### config.mk
export PLATFORM = sky130hd
export DESIGN_NAME = hiscore_ram_port
export DESIGN_NICKNAME = d
export VERILOG_FILES = /design/src/rtl/hiscore_pkg.sv /design/src/rtl/hiscore_ram_port.sv
export SDC_FILE = /design/constraint.sdc
export NUM_CORES = 1
export LEC_CHECK = 0
export BUFFER_PORTS_ARGS = -buffer_cell sky130_fd_sc_hd__buf_4
export CAP_MARGIN = 20
export CELL_PAD_IN_SITES_DETAIL_PLACEMENT = 0
export CELL_PAD_IN_SITES_GLOBAL_PLACEMENT = 1
export CORE_ASPECT_RATIO = 0.5
export CORE_UTILIZATION = 27
export CTS_CLUSTER_SIZE = 14
export DETAILED_ROUTE_END_ITERATION = 10
export PLACE_DENSITY = 0.77
export SLEW_MARGIN = 20
export SYNTH_ARGS = -nofsm -noshare
export SYNTH_HDL_FRONTEND = slang
export SYNTH_SLANG_ARGS = --single-unit
### constraint.sdc
create_clock -name clk -period 1.3 [get_ports clk]
set_clock_uncertainty 0.15 [all_clocks]
set_input_delay 0.065 -clock clk [delete_from_list [all_inputs] [get_ports clk]]
set_output_delay 0.065 -clock clk [all_outputs]
set_load 0.01 [all_outputs]
### src/rtl/hiscore_pkg.sv
// Shared types and per-game work-RAM window defaults for the hiscore RAM port.
package hiscore_pkg;

   typedef enum logic [1:0] {
      HSP_IDLE    = 2'd0,
      HSP_DRAIN   = 2'd1,
      HSP_GRANT   = 2'd2,
      HSP_RELEASE = 2'd3
   } hsp_state_t;

   localparam int unsigned DKONG_RAM_BASE  = 'h6000;
   localparam int unsigned DKONG_RAM_AW    = 12;
   localparam int unsigned GALAGA_RAM_BASE = 'h8000;
   localparam int unsigned GALAGA_RAM_AW   = 11;
   localparam int unsigned PACMAN_RAM_BASE = 'h4C00;
   localparam int unsigned PACMAN_RAM_AW   = 10;

endpackage

### src/rtl/hiscore_ram_port.sv
// Core-side responder that lends the work-RAM port to the hiscore engine
// after pausing the CPU and letting its bus drain.
module hiscore_ram_port
   import hiscore_pkg::*;
#(
   parameter int unsigned HS_AW     = 16,
   parameter int unsigned RAM_AW    = DKONG_RAM_AW,
   parameter int unsigned RAM_BASE  = DKONG_RAM_BASE,
   parameter int unsigned DRAIN_MAX = 15
) (
   input  logic              clk,
   input  logic              reset,
   input  logic              hs_access,
   input  logic [HS_AW-1:0]  hs_address,
   input  logic [7:0]        hs_data_in,
   input  logic              hs_write,
   output logic [7:0]        hs_data_out,
   output logic              hs_grant,
   output logic              pause_req,
   input  logic              cpu_idle,
   input  logic [RAM_AW-1:0] cpu_addr,
   input  logic              cpu_we,
   input  logic [7:0]        cpu_dout,
   output logic [RAM_AW-1:0] ram_addr,
   output logic              ram_we,
   output logic [7:0]        ram_din,
   input  logic [7:0]        ram_dout
);

   localparam int unsigned CW = $clog2(DRAIN_MAX + 1);
   localparam logic [HS_AW:0] BASE_X  = (HS_AW+1)'(RAM_BASE);
   localparam logic [HS_AW:0] LIMIT_X = BASE_X + (HS_AW+1)'(2**RAM_AW);

   hsp_state_t        state_q, state_d;
   logic [CW-1:0]     cnt_q, cnt_d;
   logic              wr_q;
   logic [RAM_AW-1:0] wr_addr_q;
   logic [7:0]        wr_data_q;
   logic              rd_vld_q;
   logic              rd_hit_q;
   logic [7:0]        hs_data_q;
   logic              hit;
   logic              hs_side;
   logic [RAM_AW-1:0] hs_off;

   // Window check in one extra bit so the upper bound cannot wrap.
   assign hit    = ({1'b0, hs_address} >= BASE_X) && ({1'b0, hs_address} < LIMIT_X);
   assign hs_off = RAM_AW'(hs_address - BASE_X[HS_AW-1:0]);

   always_ff @(posedge clk) begin
      if (reset) begin
         state_q   <= HSP_IDLE;
         cnt_q     <= '0;
         wr_q      <= 1'b0;
         wr_addr_q <= '0;
         wr_data_q <= 8'h00;
         rd_vld_q  <= 1'b0;
         rd_hit_q  <= 1'b0;
         hs_data_q <= 8'h00;
      end else begin
         state_q   <= state_d;
         cnt_q     <= cnt_d;
         wr_q      <= (state_q == HSP_GRANT) && hs_write && hit;
         wr_addr_q <= hs_off;
         wr_data_q <= hs_data_in;
         // A pending write steals ram_addr, so that cycle's read is not valid.
         rd_vld_q  <= (state_q == HSP_GRANT) && !wr_q;
         rd_hit_q  <= hit;
         if (rd_vld_q) begin
            hs_data_q <= rd_hit_q ? ram_dout : 8'h00;
         end
      end
   end

   always_comb begin
      state_d = state_q;
      cnt_d   = '0;
      unique case (state_q)
         HSP_IDLE: begin
            if (hs_access) state_d = HSP_DRAIN;
         end
         HSP_DRAIN: begin
            cnt_d = cnt_q + CW'(1);
            if (!hs_access) begin
               state_d = HSP_IDLE;
            end else if (cpu_idle || (cnt_q == CW'(DRAIN_MAX))) begin
               state_d = HSP_GRANT;
            end
         end
         HSP_GRANT: begin
            if (!hs_access) state_d = HSP_RELEASE;
         end
         HSP_RELEASE: begin
            state_d = HSP_IDLE;
         end
         default: state_d = HSP_IDLE;
      endcase
   end

   always_comb begin
      hs_side   = (state_q == HSP_GRANT) || (state_q == HSP_RELEASE);
      hs_grant  = (state_q == HSP_GRANT) && !reset;
      pause_req = (state_q != HSP_IDLE) && !reset;
      if (hs_side) begin
         ram_addr = wr_q ? wr_addr_q : hs_off;
         ram_we   = wr_q;
         ram_din  = wr_data_q;
      end else begin
         ram_addr = cpu_addr;
         ram_we   = cpu_we;
         ram_din  = cpu_dout;
      end
      // Reset kills any pending hiscore write in the cycle it is asserted.
      if (reset) ram_we = 1'b0;
   end

   assign hs_data_out = hs_data_q;

endmodule

==> flow_summary.json <==
{
  "status": "finished with violations",
  "violations": "negative setup slack",
  "place_hpwl_um": 2800,
  "cp_num_buf_inv": 2,
  "wirelength_um": 4490,
  "hold_depth": 4,
  "final_cell_mix": "buf_4 (86), dlygate4sd3_1 (34), dfxtp_1 (32)",
  "start_kind": "register",
  "utilization_pct": 55.5,
  "rr_worst_depth": 4,
  "p_comb_share_pct": 18.0,
  "diodes": 0,
  "switching_share_pct": 21.1,
  "fin_crit_ps": 1470,
  "seq_area_frac_synth_pct": 48.1,
  "cap_violations": 0,
  "detail-route-antenna-nets": 0,
  "place_congestion": 0.720,
  "grt_pass1_wl_um": 6720,
  "place_area_um2": 2310,
  "cts_buffer_depth": 2,
  "overflow": 0,
  "ys_ff_latch": 37,
  "synth_top_flop_cell": "dfxtp_1",
  "reg2reg_slack_ps": -80,
  "finalHoldViolCount": 0,
  "max_stage_delay_ps": 380,
  "slowest_stage": "dfxtp_4",
  "fmax_ghz": 0.681,
  "arrival_ps": 1250,
  "path_depth": 4,
  "power_frac_seq_pct": 42.2,
  "grt_max_degree": 26,
  "setup_viol": 27,
  "fin_area_um2": 3050,
  "dieArea_um2": 6030,
  "initial_core_util_pct": 28.1,
  "ir_worst_vdd_mv": 0.517,
  "slew_headroom_pct": 74.4,
  "cp_cell_sequence": "clkbuf_16 > mux2i_1 > a21oi_1 > buf_4",
  "antenna_found_initial": 0,
  "layout.nets": 358,
  "synth_nets": 224,
  "drc": 0,
  "yosysWarnings": 0,
  "synth_edf_count": 0,
  "route.vias.total": 1578,
  "tightest_slew_ps": 378,
  "slew_viol_final": 0,
  "power.switching_w": 0.000596,
  "clk_pin_slew_ps": 50,
  "drive_gt1_share_pct": 44.3,
  "worst_slack_ps": -169,
  "p_int_w": 0.00222,
  "path_max_fanout": 6,
  "p_leak_nw": 1.37,
  "grtUsageTotal_pct": 14.3,
  "fp.coreArea_um2": 5490,
  "period_share_pct": 113,
  "fp.dieW_um": 109,
  "cp_top_family": "flip-flops",
  "rsz0062_at_grt": "yes",
  "p_clk_share_pct": 39.8,
  "htree_levels": 2,
  "clock-sinks": 37,
  "synth_area_per_cell_um2": 9.34,
  "ys_async_sr_fraction_pct": 0,
  "clock-root-buffer": "clkbuf_16",
  "grt_pass1_vias": 1549,
  "syn2layout_area_growth_pct": 97.6,
  "ios": 89,
  "std_cell_rows": 19,
  "cts_tree": "yes",
  "vias_per_cell": 4.23,
  "crit_required_ps": 1090,
  "powerDensity_nw_per_um2": 926,
  "synthCells": 165,
  "ys_types": 23,
  "endpoint_kind": "output pin",
  "detail_route.wl_per_cell_um": 12.0,
  "syn-cell-area_um2": 1540,
  "dr.pass1.iters": 4,
  "hold_class": "in -> reg",
  "final_common_cell": "buf_4",
  "cts_buffers": 5,
  "drt_iter0_drc": 37,
  "critical_path_class": "reg -> out",
  "chipHeight_um": 55.4,
  "portBuffers": 88,
  "clock_latency_ps": 270
}
-- cell usage after synthesis (2+ instances only) --
cell type,instances,share of area [%]
nor2b_1,29,12
buf_2,5,1.6
or3b_4,2,1.5
mux2_2,8,5.8
a21oi_1,21,6.8
nor4bb_1,2,1.3
nor2_1,29,7.1
clkbuf_1,3,0.73
inv_1,2,0.49
mux2i_1,13,8.4
nand2_1,3,0.73
dfxtp_1,37,48
-- sequential cells by signal, indices dropped and copies added, names as in the netlist, named ones only --
register     count
cnt_q            4
hs_data_out      8
rd_hit_q         1
rd_vld_q         1
state_q          1
wr_addr_q       12
wr_data_q        8
wr_q             1
-- power by group through the flow --
stage	registers [W]	logic, W	clock network, W
finish	0.00119	0.000508	0.00112
global route	0.00119	0.000546	0.00121
CTS	0.00119	0.000488	0.00115
detailed placement	0.00121	0.000372	0
global placement	0.00121	0.000365	0
floorplan	0.00121	0.000143	0
-- logic make-up after synthesis --
group / Yosys count / share of synthesized area [%]
AND/OR/NAND/NOR: 68 / 23.5
multiplexers: 21 / 14.3
buffers and inverters: 13 / 4.30
AO/OA/AOI/OAI: 23 / 7.95
flip-flops: 37 / 48.1
adder cells (fa/ha/maj): 1 / 0.812
XOR/XNOR: 2 / 1.14
-- metrics by stage --
step / hold WS (ps) / setup WS [ps] / power [W] / std cells / TNS, ps
CTS: 38.5 / -165 / 0.00283 / 370 / -3030
finish: 50.2 / -169 / 0.00282 / 373 / -3400
global placement: 124 / 4.96 / 0.00158 / 322 / 0
global route: 61.0 / -201 / 0.00295 / 373 / -4480
detailed placement: 134 / -21.4 / 0.00158 / 322 / -21.4
floorplan: -13.4 / 22.2 / 0.00135 / 165 / 0
-- worst min-delay path: cells and delay by family --
family	cells	cell delay, ps
buffers and inverters	1	80
AOI/OAI and AO/OA	3	290
-- per-layer routing --
metal	global-route usage [%]	up-vias	wire (um)
met2	28.1	27	2490
met5	0	-	0
met1	15.2	740	1850
met3	3.54	2	135
li1	-	809	-
met4	2.90	0	17
-- path summary, 6_finish.rpt --
kind | start | to
worst max-delay path | wr_q$_SDFF_PP0_ | ram_addr[8]
worst min-delay path | cpu_idle | state_q[0]$_SDFFE_PP0P_
worst max register to register | register | cnt_q[1]$_SDFF_PP0_
worst min register to register | cnt_q[0]$_SDFF_PP0_ | cnt_q[0]$_SDFF_PP0_
-- repair_timing --
| item | 4_1_cts | 5_1_grt |
|---|---|---|
| cloned | 0 | 2 |
| gates resized for setup | 26 | 16 |
| setup endpoints to repair | 24 | 29 |
| pin swaps | 6 | 11 |
| setup buffers | 6 | 1 |
| hold buffers | 34 | 0 |
| endpoints found under the hold margin | 31 | 0 |
-- cell type report --
class	count	area, um2
Clock buffer	8	136
Fill cell	483	2440
Inverter	3	11.3
Multi-Input combinational cell	115	826
Sequential cell	37	752
Tap cell	73	91.3
Timing Repair Buffer	137	1230
(Power assumes the default switching activity.)
